--- config.mk ---
export PLATFORM = sky130hd
export DESIGN_NAME = lms_weight_update
export DESIGN_NICKNAME = d
export VERILOG_FILES = /design/src/rtl/lms_weight_update.sv
export SDC_FILE = /design/constraint.sdc
export NUM_CORES = 1
export LEC_CHECK = 0
export ABC_AREA = 1
export ABC_CLOCK_PERIOD_IN_PS = 3900
export CORE_AREA = 4 4 79 81
export DETAILED_ROUTE_END_ITERATION = 8
export DIE_AREA = 0 0 83 85
export PLACE_DENSITY = 0.82
export RECOVER_POWER = 100
export SLEW_MARGIN = 5
export SYNTH_ARGS = -nofsm -noshare
export SYNTH_HDL_FRONTEND = slang
export SYNTH_SLANG_ARGS = --single-unit
export TNS_END_PERCENT = 30
--- constraint.sdc ---
create_clock -name clock -period 3.9 [get_ports clock]
set_clock_uncertainty 0.2 [all_clocks]
set_input_delay 0.78 -clock clock [delete_from_list [all_inputs] [get_ports clock]]
set_output_delay 0.78 -clock clock [all_outputs]
set_load 0.02 [all_outputs]
--- src/rtl/lms_weight_update.sv ---
// LMS weight-update stage: takes mu*e*x[k] products one tap at a time, rescales them and
// accumulates them into a bank of saturating signed 8-bit weights.
module lms_weight_update #(
  parameter int TAPS  = 4,
  parameter int SHIFT = 7,
  parameter int IDXW  = 2
) (
  input  logic               clock,
  input  logic               reset,
  input  logic               enable,
  input  logic               start,
  input  logic               clear,
  input  logic [15:0]        prod_in,
  input  logic               prod_valid,
  output logic               prod_req,
  output logic [IDXW-1:0]    tap_sel,
  input  logic [IDXW-1:0]    w_rd_idx,
  output logic [7:0]         w_rd_data,
  output logic               busy,
  output logic               sat,
  output logic               done
);

  localparam logic [2:0] S_IDLE = 3'd0;
  localparam logic [2:0] S_REQ  = 3'd1;
  localparam logic [2:0] S_WAIT = 3'd2;
  localparam logic [2:0] S_UPD  = 3'd3;
  localparam logic [2:0] S_DONE = 3'd4;

  localparam logic [IDXW-1:0] LAST_TAP = IDXW'(TAPS - 1);

  logic [2:0]        state;
  logic [IDXW-1:0]   tap_cnt;
  logic              armed;
  logic signed [15:0] prod_q;
  logic signed [7:0]  weight [TAPS];

  logic signed [15:0] shifted;
  logic signed [8:0]  delta;
  logic signed [7:0]  w_cur;
  logic signed [9:0]  sum;
  logic signed [7:0]  w_new;
  logic               clamp;
  logic               unused_shift;

  assign shifted      = prod_q >>> SHIFT;
  assign delta        = shifted[8:0];
  assign unused_shift = ^shifted[15:9];
  assign w_cur        = weight[tap_cnt];
  assign sum          = {{2{w_cur[7]}}, w_cur} + {delta[8], delta};

  // Representable in 8 bits only when the top three bits of the 10-bit sum agree.
  always_comb begin
    w_new = sum[7:0];
    clamp = 1'b0;
    if (!sum[9] && (sum[8:7] != 2'b00)) begin
      w_new = 8'sh7f;
      clamp = 1'b1;
    end else if (sum[9] && (sum[8:7] != 2'b11)) begin
      w_new = -8'sd128;
      clamp = 1'b1;
    end
  end

  always_ff @(posedge clock or posedge reset) begin
    if (reset) begin
      state   <= S_IDLE;
      tap_cnt <= '0;
      armed   <= 1'b0;
      prod_q  <= '0;
      for (int i = 0; i < TAPS; i++) weight[i] <= '0;
    end else if (enable) begin
      case (state)
        S_IDLE: begin
          if (clear) begin
            for (int i = 0; i < TAPS; i++) weight[i] <= '0;
          end else if (start) begin
            tap_cnt <= '0;
            state   <= S_REQ;
          end
        end
        S_REQ: begin
          armed <= 1'b0;
          state <= S_WAIT;
        end
        S_WAIT: begin
          // A valid still high from the previous tap must drop before it can qualify.
          if (!prod_valid) begin
            armed <= 1'b1;
          end else if (armed) begin
            prod_q <= prod_in;
            state  <= S_UPD;
          end
        end
        S_UPD: begin
          weight[tap_cnt] <= w_new;
          if (tap_cnt == LAST_TAP) begin
            state <= S_DONE;
          end else begin
            tap_cnt <= tap_cnt + 1'b1;
            state   <= S_REQ;
          end
        end
        S_DONE: begin
          tap_cnt <= '0;
          state   <= S_IDLE;
        end
        default: state <= S_IDLE;
      endcase
    end
  end

  assign prod_req  = enable && (state == S_REQ);
  assign sat       = enable && (state == S_UPD) && clamp;
  assign done      = enable && (state == S_DONE);
  assign busy      = (state != S_IDLE);
  assign tap_sel   = tap_cnt;
  assign w_rd_data = weight[w_rd_idx];

endmodule
==> impl_summary.md <==
Drt
After detailed routing, the average wire length per cell comes to between 10 and 15 um. In the routed design, unresolved DRC markers number 0. The number of detailed-route iterations in the first pass is 5.

The detailed router's first-iteration violation count is around 380. The ratio of routed vias to standard cells is ~5.7. The count of antenna-violating nets left after detailed routing is 0. The sum of routed wire length over all layers is between 8 and 9 mm. The total number of vias is 3,081.

Global route
The number of global-route vias before repair came to a little under 3,000. The global-route wire length before repair is around 13 mm. The remaining global-route overflow is 0.

The pin count of the biggest net entering global routing is 48. Global routing used 23.2% of the available tracks. The number of antenna violations at the first check in global routing was 0.

Floorplanning
The floorplan step set the die width to a little over 80 um. Pin placement for this block handled 38 I/O pins. Once the floorplan was initialized, standard cells occupied between 50% and 60% of the core.

The die is between 80 and 90 um tall. After floorplanning, the core was sized to cover approximately 5500 sq um. The number of standard-cell rows in the floorplan is 27. The die covers between 7000 and 8000 sq um.

Synth
Sequential elements use 39.0% of the synthesized area. The net count after synthesis is ~460. Synthesis inferred 47 register bits. Counting every instance in the synthesized netlist gives ~420. In this run the mean area of a mapped cell was between 7 and 8 sq um. The number of distinct library cell variants in the gate-level netlist after synthesis is 31.

Yosys printed 0 warnings. The netlist area before placement is between 3000 and 4000 sq um.

Cells and area
The post-route netlist has 14.3% of its cells at a drive strength greater than 1. The final antenna diode count is 0. The final cell count without fillers is ~540. The layout overhead on the synthesized area is 22.1%.

At the end of the flow the core is filled with cells to roughly two thirds. The layout has about 470 filler cells. The number of nets in the final layout is 507. The cell area after layout is approximately 3700 sq um.

Min path
The critical hold path startpoint is weight[23]. The worst hold path passes through 2 cells. The class of the tightest hold or removal check is reg -> reg. The end of the worst hold path is weight[23].

Clock network
TritonCTS built the clock tree. The deepest level of the CTS H-tree is 2. The clock passes through at most 2 buffers. The clock net in this run drives a total of 47 sinks. The TritonCTS buffer count is 5. The library cell used as clock root buffer is clkbuf_8.

The later-pin clock latency in the skew report is 300 ps. Hold repair after CTS inserted 0 buffers. The clock-pin transition on the worst setup and hold timing paths is ~90 ps.

STA
The maximum clock frequency is 266 MHz. The final-report max-slew violation count is 48. The measured slew at the worst slew-check pin is roughly 1800 ps. The count of endpoints failing hold in the final timing report is 0. The worst path in the final design needs a cycle of 3750 ps, including I/O delays and setup. Setup violations remaining at the end of the flow were counted as 0. The worst-case setup margin in the final layout is approximately 150 ps. The relative slew slack is -18.4%.

In the finished design, the share of the clock period the worst path needs comes to between 90% and 100%.

Power
Summed over all cells, the static leakage comes to approximately 2 nW. In this run the power density over the cells is between 800 and 900 nW/um^2. The largest voltage drop on the vdd net is around 0.60 mV. Combinational logic burns 67.5% of the power. The portion of total power attributed to sequential cells is a little over a fifth. The switching share of power is roughly half. Summed over all nets, the switching power comes to around 0.0017 W.

Power comes to 0.00331 W. The design internal power is 0.00162 W. The part of the total power dissipated in the clock network is between 10% and 20%.

Setup path
The critical path goes through inv_4, buf_4, o21ai_0, o22ai_1, ha_1, or2_1, nand3_2, nand2_1, nand2_1, nand2_1, nand2_1, nand2_4, a21oi_2, buf_4. The launching element type of the critical path is a register. The sort of element at the end of the critical path is an output port. The endpoint of the lowest-slack register-to-register path is weight[12].

For the worst setup path, the data required time is 2920 ps. The critical path starts at tap_sel[0]. The critical path data arrival time is about 2800 ps.

The most numerous cell on the critical path is nand2_1. Counting cells, the worst reg-to-reg path comes to 19. The peak per-stage delay on the critical path is 450 ps. The library cell contributing the largest single delay on the critical path is dfrtp_2. In this run the worst path has a maximum fanout of 10. The worst setup slack for register-to-register paths is a little over 700 ps.

The worst setup path is of the reg -> out kind. The critical register-to-register path startpoint is tap_sel[1].

Place
In this run the tool buffered the top-level ports with 30 buffer cells. The HPWL after detailed placement is around 5.7 mm. The congestion estimate from routability-driven global placement came to approximately 0.85. Before CTS, the worst setup slack after placement is -31.5 ps. The post-place instance area is 3490 sq um. Counting tap cells, the placed design contains a total of roughly 530 instances.

Outcome
The final reports fail on max-capacitance violations, max-slew violations. The flow ran to the end, but the final reports show violations.

Job
Across the run, the number of max-cap violations was 1.
-- critical path: cells and delay by family, from the launching register on --
kind                     cells  cell delay, ps
AO/OA/AOI/OAI                3             470
AND/OR/NAND/NOR              7             760
flip-flops                   1             450
buffers and inverters        3             440
adder cells (fa/ha/maj)      1             330
-- per-layer routing --
layer | part of all wire (%) | global-route usage, % | wire length, um | vias up
li1 | - | - | - | 1459
met1 | 40 | 27.8 | 3260 | 1418
met2 | 48 | 40.3 | 3880 | 171
met3 | 8.4 | 4.95 | 678 | 33
met4 | 3.4 | 10.3 | 276 | 0
met5 | 0 | 0 | 0 | -
-- cell type report --
cell class | instances | area (sq um) | area share, %
Inverter | 42 | 163 | 4.42
Clock buffer | 5 | 68.8 | 1.87
Clock inverter | 3 | 46.3 | 1.26
Timing Repair Buffer | 52 | 470 | 12.8
Tap cell | 72 | 90.1 | 2.45
Multi-Input combinational cell | 321 | 1670 | 45.2
Sequential cell | 47 | 1180 | 32.0
-- layout by cell type, fill, tap and decap left out, drive strengths merged, types with 3 or more instances in the layout --
cell type,n
nand2,155
dfrtp,47
nor2,45
inv,43
o21ai,39
clkdlybuf4s50,24
buf,22
o22ai,15
nand3,15
a21oi,14
ha,13
mux2,8
clkbuf,6
dlygate4sd3,5
xnor2,4
nand4,3
nor3,3
-- how the worst max path moves through the flow --
stage / to / cells after the start
3_5_place_dp: sat / 16
2_1_floorplan: sat / 18
6_report: sat / 14
4_1_cts: sat / 16
3_3_place_gp: sat / 15
5_1_grt: sat / 16
-- cell families after synthesis --
group	count (synthesis)	synth area share [%]
AND/OR/NAND/NOR	223	31.3
AO/OA/AOI/OAI	71	12.8
buffers and inverters	49	6.35
flip-flops	47	39.0
adder cells (fa/ha/maj)	14	6.06
multiplexers	8	2.99
XOR/XNOR	5	1.45
-- repair_timing --
action                                 4_1_cts  5_1_grt
setup buffers                                3        4
resized for setup                           11       12
pin swaps                                    2        4
setup endpoints to repair                    1        1
endpoints found under the hold margin        0        0
gates cloned                                 0        0
-- power by group through the flow --
stage | logic [W] | registers, W | clock network [W]
6_report | 0.00223 | 0.000708 | 0.000368
5_1_grt | 0.00244 | 0.000721 | 0.000394
3_5_place_dp | 0.00215 | 0.000706 | 0
2_1_floorplan | 0.00158 | 0.000693 | 0
3_3_place_gp | 0.00208 | 0.000700 | 0
4_1_cts | 0.00221 | 0.000700 | 0.000376
-- state kept, by name (all words and copies together) (netlist names) --
register	flops
armed	1
prod_q	9
state	3
tap_sel	2
weight	32
-- Yosys cell counts --
cell type  number  area share (%)
a21oi_1        13             2.2
a21oi_2         1            0.29
a32oi_1         1            0.29
buf_1           1            0.12
buf_6           1            0.37
clkbuf_1        5            0.62
clkinv_1        1            0.12
dfrtp_1        47              39
fa_1            1            0.66
ha_1           13             5.4
inv_1          41             5.1
mux2_2          8             3.0
nand2_1       140              17
nand2_2        14             2.9
nand2_4         1            0.37
nand3_1        12             2.0
nand3_2         3             1.0
nand4_1         2            0.42
nand4_2         1            0.42
nor2_1         44             5.5
nor2_2          1            0.21
nor3_1          2            0.33
nor3_2          1            0.33
nor4_1          1            0.21
o211ai_1        1            0.25
o21ai_0        39             6.5
o22ai_1        15             3.1
o31ai_1         1            0.25
or2_1           1            0.21
xnor2_1         4             1.2
xor2_1          1            0.29
-- metrics by stage --
| step | TNS [ps] | hold WS, ps |
|---|---|---|
| 2_1_floorplan | 0 | 253 |
| 3_3_place_gp | 0 | 270 |
| 3_5_place_dp | -31.5 | 270 |
| 4_1_cts | 0 | 294 |
| 5_1_grt | -7.39 | 330 |
| 6_report | 0 | 293 |
Note: power is estimated with default switching activity, not from simulation.
